==> src/rtl/hazard_forward_ctrl.sv <==
// hazard_forward_ctrl: EX/MEM destination scoreboard, registered forwarding
// selects, load-use bubble insertion and data-memory wait freeze.
// Optional build macro HAZARD_PERF_EN adds saturating stall counters
// (stall_cnt_lu / stall_cnt_mem); without it both ports read as zero.
module hazard_forward_ctrl #(
  parameter int REG_ADDR_W = 5,
  parameter int PERF_CNT_W = 32
) (
  input  logic                  clk,
  input  logic                  rst_n,
  input  logic                  id_valid,
  input  logic [REG_ADDR_W-1:0] id_rs1_addr,
  input  logic [REG_ADDR_W-1:0] id_rs2_addr,
  input  logic                  id_rs1_used,
  input  logic                  id_rs2_used,
  input  logic [REG_ADDR_W-1:0] id_rd_addr,
  input  logic                  id_reg_write,
  input  logic                  id_mem_read,
  input  logic                  branch_flush,
  input  logic                  dmem_busy,
  output logic                  rs1_exe_hazard,
  output logic                  rs1_mem_hazard,
  output logic                  rs2_exe_hazard,
  output logic                  rs2_mem_hazard,
  output logic                  pc_stall,
  output logic                  ifid_stall,
  output logic                  idex_bubble,
  output logic                  pipe_freeze,
  output logic [PERF_CNT_W-1:0] stall_cnt_lu,
  output logic [PERF_CNT_W-1:0] stall_cnt_mem
);

  typedef enum logic [1:0] {
    RUN      = 2'd0,
    LU_STALL = 2'd1,
    MEM_WAIT = 2'd2
  } state_t;

  state_t state_reg, state_next;

  // Set for exactly one cycle after reset is released so that all control
  // outputs stay quiet in the reset cycle and the one following it.
  logic quiet_reg;

  // Scoreboard: destination of the instructions currently in EX and MEM.
  logic [REG_ADDR_W-1:0] ex_rd_reg;
  logic                  ex_wr_reg;
  logic                  ex_ld_reg;
  logic [REG_ADDR_W-1:0] mem_rd_reg;
  logic                  mem_wr_reg;

  // Registered forwarding selects for the instruction sitting in EX.
  logic rs1_exe_reg, rs1_mem_reg, rs2_exe_reg, rs2_mem_reg;

  logic active;
  logic rs1_ex_match, rs2_ex_match, rs1_mem_match, rs2_mem_match;
  logic freeze, lu_hazard, flush_bubble, bubble, take_id;

  // A source hits a tracked entry only when it is really read, the entry
  // really writes, and the register is not x0 (x0 never forwards).
  function automatic logic src_hit(input logic                  used,
                                   input logic [REG_ADDR_W-1:0] addr,
                                   input logic [REG_ADDR_W-1:0] rd,
                                   input logic                  wr);
    return used && wr && (rd != '0) && (addr == rd);
  endfunction

  assign active        = rst_n & ~quiet_reg;
  assign rs1_ex_match  = id_valid & src_hit(id_rs1_used, id_rs1_addr, ex_rd_reg,  ex_wr_reg);
  assign rs2_ex_match  = id_valid & src_hit(id_rs2_used, id_rs2_addr, ex_rd_reg,  ex_wr_reg);
  assign rs1_mem_match = id_valid & src_hit(id_rs1_used, id_rs1_addr, mem_rd_reg, mem_wr_reg);
  assign rs2_mem_match = id_valid & src_hit(id_rs2_used, id_rs2_addr, mem_rd_reg, mem_wr_reg);

  // Next-state and stall/bubble decode; dmem_busy outranks every other event.
  always_comb begin
    state_next   = state_reg;
    freeze       = 1'b0;
    lu_hazard    = 1'b0;
    flush_bubble = 1'b0;
    if (!active) begin
      state_next = RUN;
    end else if (dmem_busy) begin
      freeze     = 1'b1;
      state_next = MEM_WAIT;
    end else begin
      case (state_reg)
        RUN, MEM_WAIT: begin
          state_next = RUN;
          if (branch_flush) begin
            flush_bubble = 1'b1;
          end else if (id_valid && ex_ld_reg && (rs1_ex_match || rs2_ex_match)) begin
            lu_hazard  = 1'b1;
            state_next = LU_STALL;
          end
        end
        LU_STALL: begin
          // The bubble sits in EX now, so no load-use can exist this cycle.
          state_next = RUN;
          if (branch_flush) flush_bubble = 1'b1;
        end
        default: state_next = RUN;
      endcase
    end
  end

  assign bubble      = lu_hazard | flush_bubble;
  assign take_id     = id_valid & ~bubble;
  assign pc_stall    = freeze | lu_hazard;
  assign ifid_stall  = freeze | lu_hazard;
  assign idex_bubble = bubble;
  assign pipe_freeze = freeze;

  // State, scoreboard advance and forward-select capture; all hold on freeze.
  always_ff @(posedge clk) begin
    if (!rst_n) begin
      state_reg   <= RUN;
      quiet_reg   <= 1'b1;
      ex_rd_reg   <= '0;
      ex_wr_reg   <= 1'b0;
      ex_ld_reg   <= 1'b0;
      mem_rd_reg  <= '0;
      mem_wr_reg  <= 1'b0;
      rs1_exe_reg <= 1'b0;
      rs1_mem_reg <= 1'b0;
      rs2_exe_reg <= 1'b0;
      rs2_mem_reg <= 1'b0;
    end else begin
      state_reg <= state_next;
      quiet_reg <= 1'b0;
      if (!freeze) begin
        mem_rd_reg  <= ex_rd_reg;
        mem_wr_reg  <= ex_wr_reg;
        ex_rd_reg   <= take_id ? id_rd_addr   : '0;
        ex_wr_reg   <= take_id & id_reg_write;
        ex_ld_reg   <= take_id & id_mem_read;
        rs1_exe_reg <= take_id & rs1_ex_match;
        rs1_mem_reg <= take_id & rs1_mem_match;
        rs2_exe_reg <= take_id & rs2_ex_match;
        rs2_mem_reg <= take_id & rs2_mem_match;
      end
    end
  end

  assign rs1_exe_hazard = rs1_exe_reg;
  assign rs1_mem_hazard = rs1_mem_reg;
  assign rs2_exe_hazard = rs2_exe_reg;
  assign rs2_mem_hazard = rs2_mem_reg;

`ifdef HAZARD_PERF_EN
  logic [PERF_CNT_W-1:0] cnt_lu_reg, cnt_mem_reg;
  localparam logic [PERF_CNT_W-1:0] CNT_ONE = {{(PERF_CNT_W-1){1'b0}}, 1'b1};

  // Saturating counters of load-use bubbles and data-memory wait cycles.
  always_ff @(posedge clk) begin
    if (!rst_n) begin
      cnt_lu_reg  <= '0;
      cnt_mem_reg <= '0;
    end else begin
      if (lu_hazard && (cnt_lu_reg != '1))  cnt_lu_reg  <= cnt_lu_reg + CNT_ONE;
      if (freeze    && (cnt_mem_reg != '1)) cnt_mem_reg <= cnt_mem_reg + CNT_ONE;
    end
  end

  assign stall_cnt_lu  = cnt_lu_reg;
  assign stall_cnt_mem = cnt_mem_reg;
`else
  assign stall_cnt_lu  = '0;
  assign stall_cnt_mem = '0;
`endif

endmodule

==> config.mk <==
export PLATFORM = sky130hd
export DESIGN_NAME = hazard_forward_ctrl
export DESIGN_NICKNAME = d
export VERILOG_FILES = /design/src/rtl/hazard_forward_ctrl.sv
export SDC_FILE = /design/constraint.sdc
export NUM_CORES = 1
export LEC_CHECK = 0
export BUFFER_PORTS_ARGS = -buffer_cell sky130_fd_sc_hd__buf_4
export CORE_MARGIN = 5
export CORE_UTILIZATION = 45
export CTS_BUF_LIST = sky130_fd_sc_hd__clkbuf_8
export CTS_CLUSTER_DIAMETER = 60
export CTS_CLUSTER_SIZE = 28
export DETAILED_ROUTE_END_ITERATION = 16
export PLACE_DENSITY = 0.9
export SKIP_LAST_GASP = 1
export SLEW_MARGIN = 20
export SYNTH_ARGS = -nofsm -noshare
export SYNTH_HDL_FRONTEND = slang
export SYNTH_SLANG_ARGS = --single-unit
==> constraint.sdc <==
create_clock -name clk -period 3.9 [get_ports clk]
set_input_delay 0.78 -clock clk [delete_from_list [all_inputs] [get_ports clk]]
set_output_delay 0.78 -clock clk [all_outputs]
set_load 0.03 [all_outputs]
==> flow_metrics.py <==
metrics = {
    "final_layout": {
        "final_cell_mix": "conb_1, buf_4, dfxtp_1",
        "diodes": 0,
        "finalNetCount": 227,
        "final_layout_size_suffix_gt1_frac": 0.194,
        "final_common_cell": "conb_1",
        "nFillCells": 315,
        "instances_no_fill": 245,
        "area_delta_synth_final_pct": 4.32,
    },
    "grt": {
        "grt.total_usage": 0.125,
        "grt_max_degree": 20,
        "grt_pass1_vias": 943,
        "grt_first_pass_wirelength_um": 4350,
        "antenna_found_initial": 0,
        "grt_overflow": 0,
    },
    "power": {
        "p_comb_frac": 0.289,
        "seq_power_share": 0.446,
        "total_power_w": 0.000491,
        "power_density_mw_per_mm2": 318,
        "switching_power_w": 0.000179,
        "internal_power_w": 0.000312,
        "power.share.clock": 0.266,
        "p_leak_nw": 0.801,
        "ir_drop_mv": 0.163,
        "swShare": 0.365,
    },
    "sta": {
        "finClkSkew_ps": 2.47,
        "finalMaxSlewViolations": 0,
        "relSlewSlack": 0.641,
        "tightestPinTransition_ps": 537,
        "setup_viol": 0,
        "min_period_over_period": 0.731,
        "clock.fmax_mhz": 351,
        "rsz0062_at_grt": "false",
        "hold_viol": 0,
        "fin_crit_ps": 2850,
        "timing.setup.tns_ps": 0,
        "hold_slack_ps": 445,
    },
    "setup_path": {
        "worstSetupPathType": "in -> out",
        "critical_path.cell_chain": "buf_4, xor2_1, nor4_1, and3_1, o211ai_4, nand2b_1, buf_4",
        "worstPathRequired_ps": 3120,
        "reg2reg_depth": 5,
        "r2r-start": "ex_rd_reg[2]",
        "cp_max_fo": 10,
        "crit_family": "simple AND/OR/NAND/NOR gates",
        "crit_buf_inv": 2,
        "crit_path_frequent_cell": "buf_4",
        "critPathSlowestCell": "and3_1",
        "start_kind": "input port",
        "reg2reg_to": "ex_wr_reg",
        "slowest_delay_ps": 290,
        "end_kind": "primary output",
        "crit_arrival_ps": 2070,
        "rrSetupSlack_ps": 2210,
    },
    "synthesis": {
        "postSynthAreaPerCell_sq_um": 8.59,
        "synth_seq_area_share": 0.271,
        "yosysWarnings": 0,
        "ys_types": 30,
        "synth_area_sq_mm": 0.00148,
        "syn_inst": 172,
        "synth-seq-cells": 20,
    },
    "clocking": {
        "cts_tree": "yes",
        "htree_num_levels": 1,
        "clk_pin_slew_worst_paths_ps": 70,
        "clockBufferDepth": 2,
        "cts_made_buffers": 3,
        "numClockSinks": 20,
        "insertion_delay_ps": 250,
        "cts.repair.resized": 0,
        "postCtsSetupBuffers": 0,
        "cts_hold_buf": 0,
        "clock-root-buffer": "clkbuf_8",
    },
    "place": {
        "dp_cells": 242,
        "port_buffers": 31,
        "routabilityCongestion": 0.824,
        "dp_hpwl_um": 2500,
    },
    "run": {
        "maxCapViolations": 0,
    },
    "min_path": {
        "hold_path.class": "reg -> reg",
        "holdPathStages": 2,
        "min_to": "mem_wr_reg",
        "hold_start": "mem_wr_reg",
    },
    "die": {
        "dieHeight_um": 67.3,
        "die-width_um": 67.3,
        "core.rowCount": 20,
        "start_util": 0.476,
        "coreArea_sq_mm": 0.00310,
        "dieArea_sq_mm": 0.00453,
        "pin_count": 96,
    },
    "detailed_routing": {
        "postRouteAntennaNets": 0,
        "wl_per_cell_um": 12.2,
        "drc": 0,
        "detail_route.vias_per_cell": 4.31,
        "drt_wl_total_um": 2980,
        "drt_iter0_drc": 24,
        "first_pass_iters": 4,
        "dr_total_vias": 1057,
    },
    "status": {
        "outcome": "finished, final reports clean",
    },
}
-- cell usage after synthesis --
library cell  number  area share
buf_4             66        0.34
dfxtp_1           20        0.27
nand2_1           16       0.041
xor2_1            16       0.095
a32o_1             7       0.047
and3_1             5       0.021
nor4_1             4       0.017
o21ai_0            4       0.014
o21ai_1            4       0.014
xnor2_1            4       0.024
nand3_1            3       0.010
a22o_1             2       0.012
buf_2              2      0.0068
inv_1              2      0.0051
nor2_1             2      0.0051
and3b_1            1      0.0059
clkbuf_1           1      0.0025
conb_1             1      0.0025
inv_4              1      0.0042
nand2b_1           1      0.0042
nor2b_1            1      0.0042
nor3_1             1      0.0034
nor3_2             1      0.0068
nor3b_1            1      0.0051
nor3b_2            1      0.0085
o211ai_1           1      0.0051
o211ai_4           1       0.014
o311a_1            1      0.0068
or3_1              1      0.0042
or4_1              1      0.0051
-- worst min-delay path, cell delays in order, from the launching register on --
cell	delay, ps
dfxtp_1	310
nand2_1	50
o21ai_1	50
-- power by group through the flow --
stage | Combinational [W] | Clock, W | Sequential, W
6_report | 0.000142 | 0.000130 | 0.000219
5_1_grt | 0.000151 | 0.000140 | 0.000220
4_1_cts | 0.000140 | 0.000133 | 0.000219
3_5_place_dp | 0.000139 | 0 | 0.000223
3_3_place_gp | 0.000138 | 0 | 0.000223
2_1_floorplan | 0.000162 | 0 | 0.000221
-- metal layers --
metal	GRT usage	up-vias	wire length, um
li1	-	505	-
met1	0.163	486	1170
met2	0.212	64	1460
met3	0.0200	2	347
met4	0.0380	0	12
met5	0	-	0
-- stage by stage --
step,instance area (sq um),util,setup slack [ps]
after floorplan,1710,-,1080
after global placement,1500,0.483,1090
after detailed placement,1500,0.483,1060
after CTS,1540,0.497,1050
after global routing,1540,0.497,875
final,1540,0.497,1050
-- how the worst max path moves through the flow --
stage / start / slack [ps] / endpoint / depth (start not counted)
after detailed placement: id_rs1_addr[4] / 1060 / ifid_stall / 7
after floorplan: id_rs1_addr[4] / 1080 / pc_stall / 6
after CTS: id_rs1_addr[4] / 1050 / ifid_stall / 7
final: id_rs2_addr[2] / 1050 / ifid_stall / 7
after global routing: id_rs2_addr[2] / 870 / ifid_stall / 7
after global placement: id_rs1_addr[4] / 1090 / ifid_stall / 7
-- layout make-up --
| class | instances | area (sq um) | share of cell area |
|---|---|---|---|
| repair buffers | 32 | 240 | 0.156 |
| flip-flops and latches | 20 | 400 | 0.260 |
| well taps | 44 | 55.1 | 0.0357 |
| clock buffers | 3 | 41.3 | 0.0268 |
| multi-input cells | 143 | 791 | 0.513 |
| inverters | 3 | 13.8 | 0.00893 |
-- logic make-up after synthesis --
family,share of synthesized area
buffers and inverters,0.354
and+or+nand+nor,0.141
AOI/OAI and AO/OA,0.113
xor gates and xnor gates,0.119
DFF,0.271
other,0.00254
(Power assumes the default switching activity.)
